File: src/rtl/vga_pkg.sv
// vga_pkg: shared pixel, control tuple and lock state types for the VGA output path
package vga_pkg;
  typedef logic [23:0] pixel_t;
  typedef struct packed {
    logic   hs;
    logic   vs;
    logic   de;
    logic   img;
    logic   hl;
    pixel_t overlay;
  } ctrl_t;
  typedef enum logic {WAIT_FRAME, LOCKED} lock_state_t;
  localparam pixel_t BG_COLOR_DEF  = 24'h202020;
  localparam pixel_t KEY_COLOR_DEF = 24'hFF00FF;
  localparam ctrl_t  CTRL_IDLE     = '{hs: 1'b1, vs: 1'b1, de: 1'b0, img: 1'b0, hl: 1'b0, overlay: 24'h0};
endpackage

File: src/rtl/ctrl_delay_line.sv
// ctrl_delay_line: fixed-depth shift register for the control tuple with a settable reset value
module ctrl_delay_line
  import vga_pkg::*;
#(
  parameter int    DEPTH   = 2,
  parameter ctrl_t RST_VAL = CTRL_IDLE
) (
  input  logic  clk,
  input  logic  rst,
  input  ctrl_t d,
  output ctrl_t q
);
  ctrl_t sr [DEPTH];
  always_ff @(posedge clk) begin
    if (rst) begin
      for (int i = 0; i < DEPTH; i++) sr[i] <= RST_VAL;
    end else begin
      sr[0] <= d;
      for (int i = 1; i < DEPTH; i++) sr[i] <= sr[i-1];
    end
  end
  assign q = sr[DEPTH-1];
endmodule

File: src/rtl/vga_pixel_compositor.sv
// vga_pixel_compositor: aligns control with ROM read latency and composites image/overlay/background onto the DAC
module vga_pixel_compositor
  import vga_pkg::*;
#(
  parameter int     R_WIDTH            = 8,
  parameter int     G_WIDTH            = 8,
  parameter int     B_WIDTH            = 8,
  parameter int     ROM_ADDR_BUS_WIDTH = 17,
  parameter int     ROM_LATENCY        = 2,
  parameter pixel_t BG_COLOR           = BG_COLOR_DEF,
  parameter pixel_t KEY_COLOR          = KEY_COLOR_DEF
) (
  input  logic                          CLK,
  input  logic                          RST,
  input  logic                          hsync_in,
  input  logic                          vsync_in,
  input  logic                          display_on,
  input  logic [ROM_ADDR_BUS_WIDTH-1:0] ROM_Addr,
  input  logic                          isImage,
  input  logic [23:0]                   PixelBus,
  input  logic                          inHighlightedArea,
  output logic [ROM_ADDR_BUS_WIDTH-1:0] ROM_Addr_Out,
  input  logic [23:0]                   ROM_Data,
  output logic [R_WIDTH-1:0]            VGA_R,
  output logic [G_WIDTH-1:0]            VGA_G,
  output logic [B_WIDTH-1:0]            VGA_B,
  output logic                          VGA_HS,
  output logic                          VGA_VS,
  output logic                          VGA_BLANK_N,
  output logic                          frame_locked
);
  ctrl_t       in_t, d_t;
  lock_state_t state;
  logic        vs_q, fall, gate;
  pixel_t      col;
  assign in_t = '{hs: hsync_in, vs: vsync_in, de: display_on, img: isImage,
                  hl: inHighlightedArea, overlay: PixelBus};
  // Stage 0 plus ROM_LATENCY-1 stages; the output register is the last stage
  ctrl_delay_line #(.DEPTH(ROM_LATENCY), .RST_VAL(CTRL_IDLE)) u_delay (
    .clk(CLK),
    .rst(RST),
    .d  (in_t),
    .q  (d_t)
  );
  assign fall = vs_q & ~VGA_VS;
  // The cycle that detects the edge already lets colour through
  assign gate = (state == LOCKED) || fall;
  assign frame_locked = (state == LOCKED);
  always_comb col = (!d_t.de || !gate) ? '0 :
                    d_t.hl             ? d_t.overlay :
                    d_t.img            ? ((ROM_Data != KEY_COLOR) ? ROM_Data : BG_COLOR) :
                                         d_t.overlay;
  always_ff @(posedge CLK) begin
    if (RST) begin
      ROM_Addr_Out <= '0;
      VGA_R        <= '0;
      VGA_G        <= '0;
      VGA_B        <= '0;
      VGA_HS       <= 1'b1;
      VGA_VS       <= 1'b1;
      VGA_BLANK_N  <= 1'b0;
      vs_q         <= 1'b1;
      state        <= WAIT_FRAME;
    end else begin
      ROM_Addr_Out <= ROM_Addr;
      VGA_R        <= col[23 -: R_WIDTH];
      VGA_G        <= col[15 -: G_WIDTH];
      VGA_B        <= col[7 -: B_WIDTH];
      VGA_HS       <= d_t.hs;
      VGA_VS       <= d_t.vs;
      VGA_BLANK_N  <= d_t.de & gate;
      vs_q         <= VGA_VS;
      if (fall) state <= LOCKED;
    end
  end
endmodule

File: config.mk
export PLATFORM = sky130hd
export DESIGN_NAME = vga_pixel_compositor
export DESIGN_NICKNAME = d
export VERILOG_FILES = /design/src/rtl/vga_pkg.sv /design/src/rtl/ctrl_delay_line.sv /design/src/rtl/vga_pixel_compositor.sv
export SDC_FILE = /design/constraint.sdc
export NUM_CORES = 1
export LEC_CHECK = 0
export ABC_AREA = 1
export CAP_MARGIN = 10
export CORE_MARGIN = 2
export CORE_UTILIZATION = 31
export CTS_CLUSTER_DIAMETER = 100
export CTS_CLUSTER_SIZE = 40
export DETAILED_ROUTE_END_ITERATION = 12
export SLEW_MARGIN = 40
export SYNTH_ARGS = -nofsm -noshare
export SYNTH_HDL_FRONTEND = slang
export SYNTH_SLANG_ARGS = --single-unit
File: constraint.sdc
create_clock -name CLK -period 0.9 [get_ports CLK]
set_input_delay 0.18 -clock CLK [delete_from_list [all_inputs] [get_ports CLK]]
set_output_delay 0.18 -clock CLK [all_outputs]
set_load 0.1 [all_outputs]
==> results of run 1 <==
-- cells by family (layout without fill, tap and decap cells) --
kind of cell	Yosys count	count (layout)	share of synthesized area (%)
AOI/OAI and AO/OA	40	40	6.98
buffers and inverters	97	243	12.3
DFF	104	104	64.1
and+or+nand+nor	134	134	16.5
-- worst min-delay path by stage --
stage,from,endpoint,depth (start not counted)
floorplan,ROM_Addr[0],ROM_Addr_Out[0]$_SDFF_PP0_,2
global placement,u_delay.sr[0][56]$_SDFF_PP1_,VGA_VS$_SDFF_PP1_,1
detailed placement,u_delay.sr[0][2]$_SDFF_PP0_,u_delay.sr[0][31]$_SDFF_PP0_,2
CTS,ROM_Data[7],VGA_B[7]$_SDFF_PP0_,3
global route,ROM_Data[6],VGA_B[6]$_SDFF_PP0_,3
finish,ROM_Data[7],VGA_B[7]$_SDFF_PP0_,3
-- cell usage after synthesis, drive strengths merged --
master,instances,share of area (%)
a21oi,24,4.5
buf,8,2.0
clkbuf,7,0.81
clkinv,1,0.12
dfxtp,104,64
inv,81,9.4
nand2,41,4.7
nand3,1,0.15
nand4,1,0.19
nor2,83,9.6
nor3,1,0.50
o21ai,16,2.5
or2,7,1.3
-- worst min-delay path, stage by stage --
cell,delay [ps]
dlygate4sd2_1,250
nand2_1,70
a21oi_1,50
-- layer usage --
metal	GRT usage [%]	share of wire [%]	vias up	wire, µm
met4	6.30	2.2	0	157
met1	15.3	42	1166	3070
met3	4.60	7.5	14	548
met2	21.3	48	77	3510
met5	0	0	-	0
li1	-	-	1361	-
-- through the flow --
step | instances | hold WS [ps]
after global placement | 635 | 391
after floorplan | 375 | 280
after detailed placement | 635 | 394
after CTS | 654 | 200
final | 657 | 213
after global routing | 657 | 209
-- power by group through the flow --
stage / Clock (mW) / Sequential [mW] / Combinational (mW)
detailed placement: 0 / 4.95 / 1.23
global placement: 0 / 4.94 / 1.22
floorplan: 0 / 5.26 / 0.253
finish: 3.06 / 4.85 / 1.22
global route: 3.32 / 4.87 / 1.30
CTS: 3.13 / 4.85 / 1.22
-- state kept, by name (all words and copies together) (netlist names), 8 cells and up --
register and flops:
VGA_B 8, u_delay.sr 58, ROM_Addr_Out 17, VGA_G 8, VGA_R 8
-- area by class of cell --
class | instances | area (µm²)
fill | 921 | 4590
inverter | 82 | 314
tap | 136 | 170
timing repair buffer | 145 | 1900
clock inverter | 7 | 86.3
clock buffer | 9 | 124
sequential | 104 | 2140
multi-input combinational | 174 | 906
-- what timing repair did --
item | CTS | global route
gates resized for setup | 44 | 19
setup buffers | 2 | 3
pin swaps | 4 | 0
gates cloned | 1 | 0
endpoints found under the setup margin | 69 | 70
==> metrics.cfg, run 1 <==
[sta]
min_period_ps=1230
tightest_slew_ps=400
setup_slack_ps=-333
hold_violations=0
finalCritPeriodShare_pct=137
maxSlewViolCount=0
clock-skew-final_ps=8.63
setup_viol_count_final=70
setup_tns_ps=-14390
clock.fmax_mhz=811
max-slew-margin-rel_pct=73.3
rsz0062_at_grt=yes

[logic_synthesis]
ys_ff_latch=104
seq_area_frac_synth_pct=64.1
yosysWarningCount=0
synthCells=375
synth_area_mm2=0.00325
ys_types=17
synth.avg_cell_area_um2=8.65
synth_nets=447

[run_status]
status=finished, violations left
violations=negative setup slack

[power_and_ir_drop]
p_leak_nw=2.52
combPwrFrac_pct=13.4
power_frac_seq_pct=53.1
p_switching_mw=2.42
finalPower_mw=9.13
vdd_ir_drop_max_mv=0.703
p_sw_share_pct=26.6
p_int_mw=6.70
power_density_mw_per_mm2=1620
power_frac_clock_pct=33.5

[global_routing]
grt_usage_pct=13.1
grt_first_pass_wirelength_um=11600
grt_max_degree=42
antenna_found_initial=0
grt_pass1_vias=2587
overflow=0

[drt]
drc=0
vias=2618
via_per_inst=3.98
routed_wl_um=7290
first_pass_iters=4
ant_nets=0
wire_per_inst_um=11.1
dr.first_iter.drc_count=75

[flow_run]
drv_cap=0

[clock_tree]
hold_buffers=0
clk_latency_ps=360
cts_buffers=9
htreeDepth=3
tritoncts=yes
clock-sinks=104
clockBufferDepth=2
path_clk_slew_ps=110
cts_root_buf=clkbuf_8

[setup_path]
critical-path-slowest-cell=dfxtp_4
path_max_fanout=8
crit_path_end_kind=register
startpoint_type=register
rr_endpoint=VGA_G[7]$_SDFF_PP0_
worst-path-stages=6
worstPathRequired_ps=1190
worstPathArrival_ps=1520
crit_chain=inv_4 -> a21oi_4 -> nor3_4 -> buf_12 -> clkinvlp_4 -> a21oi_1
r2r-start=VGA_VS$_SDFF_PP1_
endpoint=VGA_G[7]$_SDFF_PP0_
critPathTopFamily=buffers and inverters
reg2regPathDepth=6
crit_path_start=VGA_VS$_SDFF_PP1_
r2r_slack_ps=-330
critical_path_buf_inv_count=3
max_stage_delay_ps=370
path_class=reg2reg

[floorplan]
fp.dieH_um=106
fp-row-count=37
core_mm2=0.0102
start_util_pct=31.7
die_width_um=106
die-area_mm2=0.0113
ios=117

[cells_and_area]
final_cell_area_mm2=0.00564
final_cell_mix=inv_1, nor2_1, dfxtp_1
final_util_pct=55.1
drive_above_1_share_pct=34.4
nets=588
syn_to_final_growth_pct=73.8
diodes=0

[placed_design]
dp_hpwl_um=5290
port_buffers=116
place_ws_ps=-658
post_dp_cell_area_mm2=0.00522
gp_congestion=0.782

[worst_hold_path]
hp-class=in2reg

Note: power is estimated with default switching activity, not from simulation.
==> inputs of run 2 (changes only) <==
- CORE_MARGIN: 2 -> 8
- REMOVE_ABC_BUFFERS: default -> 1
==> run 2 against run 1 <==
The flow still finishes with violations (negative setup slack). Clock skew increased by 3.3 ps. Global-route usage is 1.9 points lower. Hold slack got worse by 98 ps. First-iteration DRC count increased by 6.7%. Critical path depth decreased by 4. Setup slack improved by 68 ps. Wire length is 8.5% higher. Sequential power about the same. Maximum frequency is 5.9% higher. Register-to-register slack improved by 80 ps. Clock power down 8.2%. Cell count shrank 0.91%.
==> metrics.cfg, run 2 (synthesized netlist as in run 1, its figures left out) <==
[sta]
setup_slack_ps=-265  ; was -333 ps
hold_ws_ps=115  ; was 213 ps
max-slew-margin-rel_pct=87.7  ; was 73.3%
clock.fmax_mhz=858  ; was 811 MHz
tightest_slew_ps=183  ; was 400 ps
finalCritPeriodShare_pct=129  ; was 137%
min_period_ps=1170  ; was 1230 ps
hold_violations=0  ; unchanged
maxSlewViolCount=0  ; unchanged
rsz0062_at_grt=yes  ; unchanged
clock-skew-final_ps=12.0  ; was 8.63 ps
setup_viol_count_final=70  ; unchanged

[worst_hold_path]
hp-class=in2reg  ; unchanged

[setup_path]
crit_path_end_kind=output port  ; was register
crit_chain=buf_6 -> buf_12  ; was inv_4 -> a21oi_4 -> nor3_4 -> buf_12 -> clkinvlp_4 -> a21oi_1
critical-path-slowest-cell=dfxtp_2  ; was dfxtp_4
crit_path_start=frame_locked$_SDFFE_PP0P_  ; was VGA_VS$_SDFF_PP1_
worstPathArrival_ps=990  ; was 1520 ps
path_max_fanout=2  ; was 8
worstPathRequired_ps=720  ; was 1190 ps
r2r_slack_ps=-250  ; was -330 ps
path_class=reg2out  ; was reg2reg
critPathTopFamily=flip-flops  ; was buffers and inverters
max_stage_delay_ps=370  ; about the same
endpoint=frame_locked  ; was VGA_G[7]$_SDFF_PP0_
worst-path-stages=2  ; was 6
startpoint_type=register  ; unchanged
critical_path_buf_inv_count=2  ; was 3
r2r-start=VGA_VS$_SDFF_PP1_  ; unchanged
reg2regPathDepth=7  ; was 6
rr_endpoint=VGA_B[1]$_SDFF_PP0_  ; was VGA_G[7]$_SDFF_PP0_

[run_status]
violations=negative setup slack  ; unchanged
status=finished, violations left  ; unchanged

[floorplan]
core_mm2=0.0102  ; unchanged
die_width_um=118  ; was 106 µm
start_util_pct=31.7  ; unchanged
fp-row-count=37  ; unchanged
ios=117  ; unchanged
fp.dieH_um=118  ; was 106 µm
die-area_mm2=0.0140  ; was 0.0113 mm²

[drt]
drc=0  ; unchanged
dr.first_iter.drc_count=80  ; was 75
first_pass_iters=5  ; was 4
via_per_inst=4.02  ; was 3.98
vias=2617  ; was 2,618
routed_wl_um=7910  ; was 7290 µm
ant_nets=0  ; unchanged
wire_per_inst_um=12.1  ; was 11.1 µm

[cells_and_area]
diodes=0  ; unchanged
final_common_cell=inv_1
reg_top3=u_delay.sr (58), ROM_Addr_Out (17)  ; unchanged
multiInputGateArea_um2=867  ; was 906 µm²
nets=584  ; was 588
regArea_mm2=0.00214  ; about the same
n_fill_cell=939  ; was 921
final_cell_mix=inv_1, nor2_1, dfxtp_1, clkdlybuf4s50_1, buf_12  ; was inv_1, nor2_1, dfxtp_1
largest_reg_flops=58  ; unchanged
final_util_pct=55.2  ; was 55.1%
fin_cells=651  ; was 657
syn_to_final_growth_pct=74.1  ; was 73.8%
drive_above_1_share_pct=33.0  ; was 34.4%
largest-register=u_delay.sr  ; unchanged

[clock_tree]
path_clk_slew_ps=100  ; was 110 ps
tritoncts=yes  ; unchanged
hold_buffers=0  ; unchanged
cts_root_buf=clkbuf_8  ; unchanged
cts_buffers=9  ; unchanged
clock-sinks=104  ; unchanged
clk_latency_ps=340  ; was 360 ps
htreeDepth=3  ; unchanged
clockBufferDepth=2  ; unchanged

[power_and_ir_drop]
p_leak_nw=2.59  ; was 2.52 nW
vdd_ir_drop_max_mv=1.13  ; was 0.703 mV
power_density_mw_per_mm2=1580  ; was 1620 mW/mm²

[global_routing]
grt_first_pass_wirelength_um=12600  ; was 11,600 µm
grt_pass1_vias=2697  ; was 2,587
grt_max_degree=25  ; was 42
overflow=0  ; unchanged
antenna_found_initial=0  ; unchanged
grt_usage_pct=11.2  ; was 13.1%

[placed_design]
port_buffers=116  ; unchanged
post-place-cells=631  ; was 635
dp_hpwl_um=5970  ; was 5290 µm
gp_congestion=0.718  ; was 0.782

[flow_run]
drv_cap=0  ; unchanged

[run 2: changes by cell type in the layout (fill, tap and decap cells not counted), sizes merged]
cell / delta
clkdlybuf4s50: +4
inv: -3
dlymetal6s2s: +12
clkbuf: +2
dlygate4sd2: -16
buf: -5
[run 2: cell type report]
class,instances,share of cell area (%)
sequential,104,37.9
timing repair buffer,141,34.8
multi-input combinational,174,15.3
inverter,82,5.54
tap,136,3.01
clock buffer,10,2.44
clock inverter,4,0.974
[run 2: timing repair]
item	4_1_cts	5_1_grt
pin swaps	3	8
buffers inserted	2	2
gates cloned	1	2
resized for setup	67	34
endpoints found under the setup margin	70	70
[run 2: where the power goes]
| group | total, mW | internal, mW | switching (mW) | leakage (nW) |
|---|---|---|---|---|
| clock network | 2.81 | 1.35 | 1.47 | 0.0948 |
| registers | 4.85 | 4.78 | 0.0723 | 0.872 |
| logic | 1.25 | 0.608 | 0.642 | 1.63 |
[run 2: how the worst min path moves through the flow]
| stage | startpoint | end | depth (start not counted) |
|---|---|---|---|
| global route | ROM_Data[16] | VGA_R[0]$_SDFF_PP0_ | 3 |
| finish | ROM_Data[4] | VGA_B[4]$_SDFF_PP0_ | 3 |
| global placement | u_delay.sr[0][27]$_SDFF_PP1_ | u_delay.sr[0][56]$_SDFF_PP1_ | 1 |
| floorplan | RST | ROM_Addr_Out[0]$_SDFF_PP0_ | 1 |
| detailed placement | u_delay.sr[0][10]$_SDFF_PP0_ | u_delay.sr[0][39]$_SDFF_PP0_ | 2 |
| CTS | RST | ROM_Addr_Out[0]$_SDFF_PP0_ | 3 |
[run 2: per-layer routing]
metal | vias to the layer above | wire length, µm | track usage, %
li1 | 1356 | - | -
met1 | 1169 | 3220 | 11.4
met2 | 83 | 3930 | 19.8
met3 | 9 | 665 | 5.62
met4 | 0 | 93 | 2.88
met5 | - | 0 | 0
[run 2: worst reg2reg max path, cell delays in order (launching register included)]
cell     delay (ps)
dfxtp_2         330
inv_2            60
a21oi_4          60
nor3_4          160
buf_6           160
buf_12          120
o21ai_1          60
a21oi_1         120
[run 2: stage by stage]
stage	instance area (µm²)	setup slack [ps]	power, mW	setup TNS (ps)
4_1_cts	5500	-303	9.02	-14520
3_5_place_dp	5150	-670	6.17	-12910
6_report	5650	-265	8.91	-12170
5_1_grt	5650	-316	9.34	-15840
3_3_place_gp	5150	-660	6.15	-12740
2_1_floorplan	3150	-1840	5.44	-44540
